<file path="src/rtl/viterbi_pkg.sv">
// Shared Viterbi datapath definitions: constraint length, default generators,
// trellis state type, encoder FSM states and the branch parity function.
package viterbi_pkg;

    localparam int K = 3;
    localparam logic [K-1:0] G0_DEF = 3'b111;
    localparam logic [K-1:0] G1_DEF = 3'b101;

    typedef logic [K-2:0] trellis_t;

    typedef enum logic [1:0] {
        DATA  = 2'd0,
        TAIL1 = 2'd1,
        TAIL2 = 2'd2
    } enc_state_t;

    // Generator bit2 taps u, bit1 taps s1, bit0 taps s0.
    function automatic logic enc_parity(input logic [K-1:0] g, input logic u, input trellis_t sr);
        return ^(g & {u, sr});
    endfunction

endpackage

</file>
<file path="src/rtl/conv_encoder.sv">
// Rate-1/2 K=3 convolutional encoder with valid/ready on both sides and
// optional zero-termination of each frame with two tail symbols.
module conv_encoder
    import viterbi_pkg::*;
#(
    parameter logic [K-1:0] G0        = G0_DEF,
    parameter logic [K-1:0] G1        = G1_DEF,
    parameter bit           TERMINATE = 1'b1
) (
    input  logic clk,
    input  logic rst,
    input  logic in_valid,
    output logic in_ready,
    input  logic in_bit,
    input  logic in_last,
    output logic out_valid,
    input  logic out_ready,
    output logic cx0,
    output logic cx1,
    output logic out_tail,
    output logic out_last
);

    enc_state_t r_state;
    enc_state_t w_next;
    trellis_t   r_sr;
    logic       r_out_valid;
    logic       r_cx0;
    logic       r_cx1;
    logic       r_tail;
    logic       r_last;

    logic       w_load;
    logic       w_accept;
    logic       w_emit;
    logic       w_u;
    logic       w_tail;
    logic       w_last;

    // The output register may be refilled when empty or being drained.
    assign w_load = !r_out_valid || out_ready;

    always_ff @(posedge clk) begin
        if (rst) begin
            r_state <= DATA;
        end else begin
            r_state <= w_next;
        end
    end

    always_comb begin
        w_next = r_state;
        case (r_state)
            DATA:    if (w_accept && in_last && TERMINATE) w_next = TAIL1;
            TAIL1:   if (w_load) w_next = TAIL2;
            TAIL2:   if (w_load) w_next = DATA;
            default: w_next = DATA;
        endcase
    end

    always_comb begin
        in_ready = 1'b0;
        w_accept = 1'b0;
        w_emit   = 1'b0;
        w_u      = 1'b0;
        w_tail   = 1'b0;
        w_last   = 1'b0;
        case (r_state)
            DATA: begin
                in_ready = w_load;
                w_accept = in_valid && w_load;
                w_emit   = w_accept;
                w_u      = in_bit;
                w_last   = in_last && !TERMINATE;
            end
            TAIL1: begin
                w_emit = w_load;
                w_tail = 1'b1;
            end
            TAIL2: begin
                w_emit = w_load;
                w_tail = 1'b1;
                w_last = 1'b1;
            end
            default: ;
        endcase
    end

    // Two zero tail inputs flush sr back to 00 without any explicit clear.
    always_ff @(posedge clk) begin
        if (rst) begin
            r_sr        <= '0;
            r_out_valid <= 1'b0;
            r_cx0       <= 1'b0;
            r_cx1       <= 1'b0;
            r_tail      <= 1'b0;
            r_last      <= 1'b0;
        end else if (w_load) begin
            r_out_valid <= w_emit;
            if (w_emit) begin
                r_cx0  <= enc_parity(G0, w_u, r_sr);
                r_cx1  <= enc_parity(G1, w_u, r_sr);
                r_tail <= w_tail;
                r_last <= w_last;
                r_sr   <= {w_u, r_sr[1]};
            end
        end
    end

    assign out_valid = r_out_valid;
    assign cx0       = r_cx0;
    assign cx1       = r_cx1;
    assign out_tail  = r_tail;
    assign out_last  = r_last;

endmodule
</file>
<file path="config.mk">
export PLATFORM = sky130hd
export DESIGN_NAME = conv_encoder
export DESIGN_NICKNAME = d
export VERILOG_FILES = /design/src/rtl/viterbi_pkg.sv /design/src/rtl/conv_encoder.sv
export SDC_FILE = /design/constraint.sdc
export NUM_CORES = 1
export LEC_CHECK = 0
export ABC_AREA = 1
export CAP_MARGIN = 0
export CORE_MARGIN = 2
export CORE_UTILIZATION = 35
export CTS_CLUSTER_DIAMETER = 120
export DETAILED_ROUTE_END_ITERATION = 16
export PLACE_DENSITY = 0.64
export SETUP_SLACK_MARGIN = 0.3
export SLEW_MARGIN = 20
export SYNTH_ARGS = -nofsm -noshare
export SYNTH_HDL_FRONTEND = slang
export SYNTH_SLANG_ARGS = --single-unit
</file>
<file path="constraint.sdc">
create_clock -name clk -period 1.3 [get_ports clk]
set_input_delay 0.13 -clock clk [delete_from_list [all_inputs] [get_ports clk]]
set_output_delay 0.13 -clock clk [all_outputs]
set_load 0.03 [all_outputs]
</file>
==> flow_results.xml <==
<?xml version="1.0" encoding="UTF-8"?>
<metrics>
  <group name="die">
    <metric name="die_h" unit="µm">43.1</metric>
    <metric name="std_cell_rows" unit="">14</metric>
    <metric name="io_pins" unit="">12</metric>
    <metric name="floorplan.die_area" unit="µm²">1860</metric>
    <metric name="core_footprint" unit="µm²">1470</metric>
    <metric name="die_width" unit="µm">43.1</metric>
    <metric name="effective_utilization_at_floorplan" unit="%">36.3</metric>
  </group>
  <group name="job">
    <metric name="max_cap_violations" unit="">0</metric>
  </group>
  <group name="clocking">
    <metric name="htreeDepth" unit="">1</metric>
    <metric name="cts_inserted_buffers" unit="">3</metric>
    <metric name="clock-sinks" unit="">9</metric>
    <metric name="cts_max_path_buffers" unit="">2</metric>
    <metric name="cts_tree" unit="">yes</metric>
    <metric name="clkLatencyLatePin" unit="ns">0.26</metric>
    <metric name="cts_root_buf" unit="">clkbuf_4</metric>
    <metric name="clkTransAtPathRegs" unit="ns">0.06</metric>
  </group>
  <group name="global_routing">
    <metric name="first_pass_grt_wire_length" unit="mm">1.97</metric>
    <metric name="busiest_layer" unit="">met2</metric>
    <metric name="via_count_of_the_first_global_routing_pass" unit="">471</metric>
    <metric name="grtUsageMet3" unit="%">6.81</metric>
    <metric name="grt_max_degree" unit="">9</metric>
    <metric name="grt_util_met1" unit="%">17.2</metric>
    <metric name="use_met2" unit="%">23.6</metric>
    <metric name="initial_antenna_violation_count" unit="">0</metric>
    <metric name="grt-ovfl-total" unit="">0</metric>
    <metric name="track_usage" unit="%">14.3</metric>
  </group>
  <group name="layout">
    <metric name="drive_above_1_share" unit="%">42.4</metric>
    <metric name="final.fill_count" unit="">136</metric>
    <metric name="area_of_all_placed_cells_without_fillers" unit="µm²">823</metric>
    <metric name="num_antenna_cells" unit="">0</metric>
    <metric name="nets" unit="">105</metric>
    <metric name="seq_area" unit="µm²">189</metric>
    <metric name="final_core_utilization" unit="%">56.0</metric>
    <metric name="area_delta_synth_final" unit="%">54.1</metric>
    <metric name="multi_input_area" unit="µm²">400</metric>
    <metric name="final_cell_mix" unit="">nand2_1 (13), inv_1 (8), nand3_1 (6), dfxtp_1 (6), buf_4 (6)</metric>
    <metric name="leading_cell_type_in_the_layout_fill_and_taps_excluded" unit="">nand2_1</metric>
  </group>
  <group name="power_and_ir_drop">
    <metric name="cellLeakagePower" unit="nW">0.382</metric>
    <metric name="vdd_ir_drop_max" unit="mV">0.982</metric>
    <metric name="power_density" unit="nW/µm²">2740</metric>
  </group>
  <group name="sta">
    <metric name="finalHoldViolCount" unit="">0</metric>
    <metric name="tightestPinTransition" unit="ns">0.226</metric>
    <metric name="clock_skew" unit="ns">0.00525</metric>
    <metric name="timing.final.crit_period" unit="ns">1.21</metric>
    <metric name="slew_headroom" unit="%">84.9</metric>
    <metric name="layout_setup_ws" unit="ns">0.0850</metric>
    <metric name="period_share" unit="%">93.5</metric>
    <metric name="setup-tns-final" unit="ns">0</metric>
    <metric name="timing.final.setup_violations" unit="">0</metric>
    <metric name="slew_viol_final" unit="">0</metric>
    <metric name="fmax" unit="MHz">823</metric>
    <metric name="rsz0062_at_grt" unit="">yes</metric>
  </group>
  <group name="yosys">
    <metric name="syn-mean-instance-area" unit="µm²">7.52</metric>
    <metric name="yosys.area_share.xor_xnor" unit="%">3.28</metric>
    <metric name="synth_seq_cells" unit="">9</metric>
    <metric name="synthAdderAreaFrac" unit="%">14.1</metric>
    <metric name="syn_warnings" unit="">0</metric>
    <metric name="combinational_family_with_the_most_area_after_synthesis" unit="">simple AND/OR/NAND/NOR gates</metric>
    <metric name="yosys.cell_types.count" unit="">13</metric>
    <metric name="yosys-mux-area-fraction" unit="%">0</metric>
    <metric name="synth_seq_area_share" unit="%">33.7</metric>
    <metric name="cell_area_synth" unit="µm²">534</metric>
    <metric name="postSynthCellCount" unit="">71</metric>
    <metric name="synth_compound_gate_area_share" unit="%">10.5</metric>
    <metric name="post_synth_and_or_nand_nor_area_fraction" unit="%">29.3</metric>
    <metric name="synth.net_count" unit="">83</metric>
  </group>
  <group name="critical_path">
    <metric name="startpoint_type_of_the_worst_setup_path" unit="">flip-flop</metric>
    <metric name="crit_family" unit="">flip-flops</metric>
    <metric name="cpPeakStageDelay" unit="ns">0.37</metric>
    <metric name="startpoint_of_the_worst_setup_timing_path" unit="">r_state[0]</metric>
    <metric name="maximum_fanout_encountered_on_the_critical_timing_path" unit="">4</metric>
    <metric name="startpoint_of_the_worst_register_to_register_path" unit="">r_state[0]</metric>
    <metric name="worst-endpoint-required" unit="ns">1.45</metric>
    <metric name="cp_cell_sequence" unit="">inv_4 &gt; buf_4 &gt; ha_4 &gt; o21ai_4 &gt; nand3_1 &gt; nand2_1 &gt; nor2_1</metric>
    <metric name="worstSetupPathType" unit="">reg -&gt; reg</metric>
    <metric name="slowest_stage" unit="">dfxtp_4</metric>
    <metric name="worst-path-buf-inv" unit="">2</metric>
    <metric name="cp.arrival" unit="ns">1.36</metric>
    <metric name="worstSetupEndpointType" unit="">flip-flop</metric>
  </group>
  <group name="detailed_routing">
    <metric name="post-route-drc-count" unit="">0</metric>
    <metric name="postRouteAntennaNets" unit="">0</metric>
    <metric name="drtPass1Iterations" unit="">4</metric>
    <metric name="drt_iter0_markers" unit="">5</metric>
    <metric name="vias_per_cell" unit="">4.67</metric>
    <metric name="number_of_vias_after_detailed_routing" unit="">504</metric>
    <metric name="postRouteWirelength" unit="mm">1.20</metric>
    <metric name="routed_wire_length_per_instance" unit="µm">11.1</metric>
  </group>
  <group name="place">
    <metric name="hpwl" unit="µm">854</metric>
    <metric name="routabilityCongestion" unit="">0.711</metric>
    <metric name="dp_slack" unit="ns">0.0236</metric>
    <metric name="io_buffers" unit="">11</metric>
    <metric name="dpl_cell_area" unit="µm²">704</metric>
  </group>
  <group name="hold_path">
    <metric name="min-delay-path-class" unit="">reg -&gt; reg</metric>
    <metric name="worstHoldStart" unit="">cx1</metric>
  </group>
  <group name="run_status">
    <metric name="run_status" unit="">completed</metric>
  </group>
</metrics>
cell families (layout without fill, tap and decap cells):
kind of cell    Yosys count  after routing
simple gates             31             31
flops                     9              9
compound gates           10             10
xor+xnor                  2              2
buf+inv                  13             34
fa+ha+maj                 6              6
final timing paths:
check / end / slack, ns / depth (start not counted)
max: r_state[1] / 0.09 / 7
min: cx1 / 0.46 / 2
max reg2reg: r_state[1] / 0.09 / 7
min reg2reg: cx1 / 0.46 / 2
final cells by class:
cell class	instances	share of cell area [%]
clock buffer	4	3.19
inverter	13	6.84
multi-input combinational	49	48.6
sequential	9	22.9
tap	16	2.43
timing repair buffer	17	16.0
tightest hold or removal path: cells and delay by family (launching register included):
kind | cells | cell delay (ns)
DFF | 1 | 0.31
and+or+nand+nor | 1 | 0.06
AOI/OAI and AO/OA | 1 | 0.05
routing by layer:
layer / wire [µm] / share of wire [%] / vias up
met5: 0 / 0 / -
met4: 0 / 0 / 0
met3: 66 / 5.5 / 0
met2: 574 / 48 / 13
met1: 558 / 47 / 228
li1: - / - / 263
power breakdown:
part	total, mW	switching [mW]	leakage (nW)	internal, mW
registers	0.501	0.0948	0.0755	0.406
clock network	0.209	0.0913	0.0150	0.118
logic	1.54	0.890	0.292	0.655
cells in the mapped netlist (all sizes together):
cell type / count / area share (%)
xnor2: 2 / 3.3
a21oi: 8 / 7.5
ha: 6 / 14
o21ai: 1 / 0.94
inv: 13 / 9.1
nand2: 18 / 17
dfxtp: 9 / 34
nor2: 5 / 3.5
o21bai: 1 / 2.1
nand3: 8 / 8.4
per-stage QoR:
| step | hold WS, ns | cells | power, mW |
|---|---|---|---|
| after global placement | 0.448 | 99 | 1.71 |
| after floorplan | 0.192 | 71 | 1.40 |
| final | 0.458 | 108 | 2.25 |
| after detailed placement | 0.457 | 99 | 1.73 |
| after global routing | 0.501 | 108 | 2.44 |
| after CTS | 0.462 | 108 | 2.09 |
flip-flops by register name (all words and copies together) (netlist names):
| signal | flops |
|---|---|
| out_last | 1 |
| out_valid | 1 |
| cx0 | 1 |
| out_tail | 1 |
| cx1 | 1 |
| r_sr | 2 |
| r_state | 2 |
repair_timing:
item	CTS	global route
endpoints found under the setup margin	15	11
hold buffers	0	0
gates resized for setup	30	13
buffers inserted	5	0
pin swaps	4	3
Note: power is estimated with default switching activity, not from simulation.
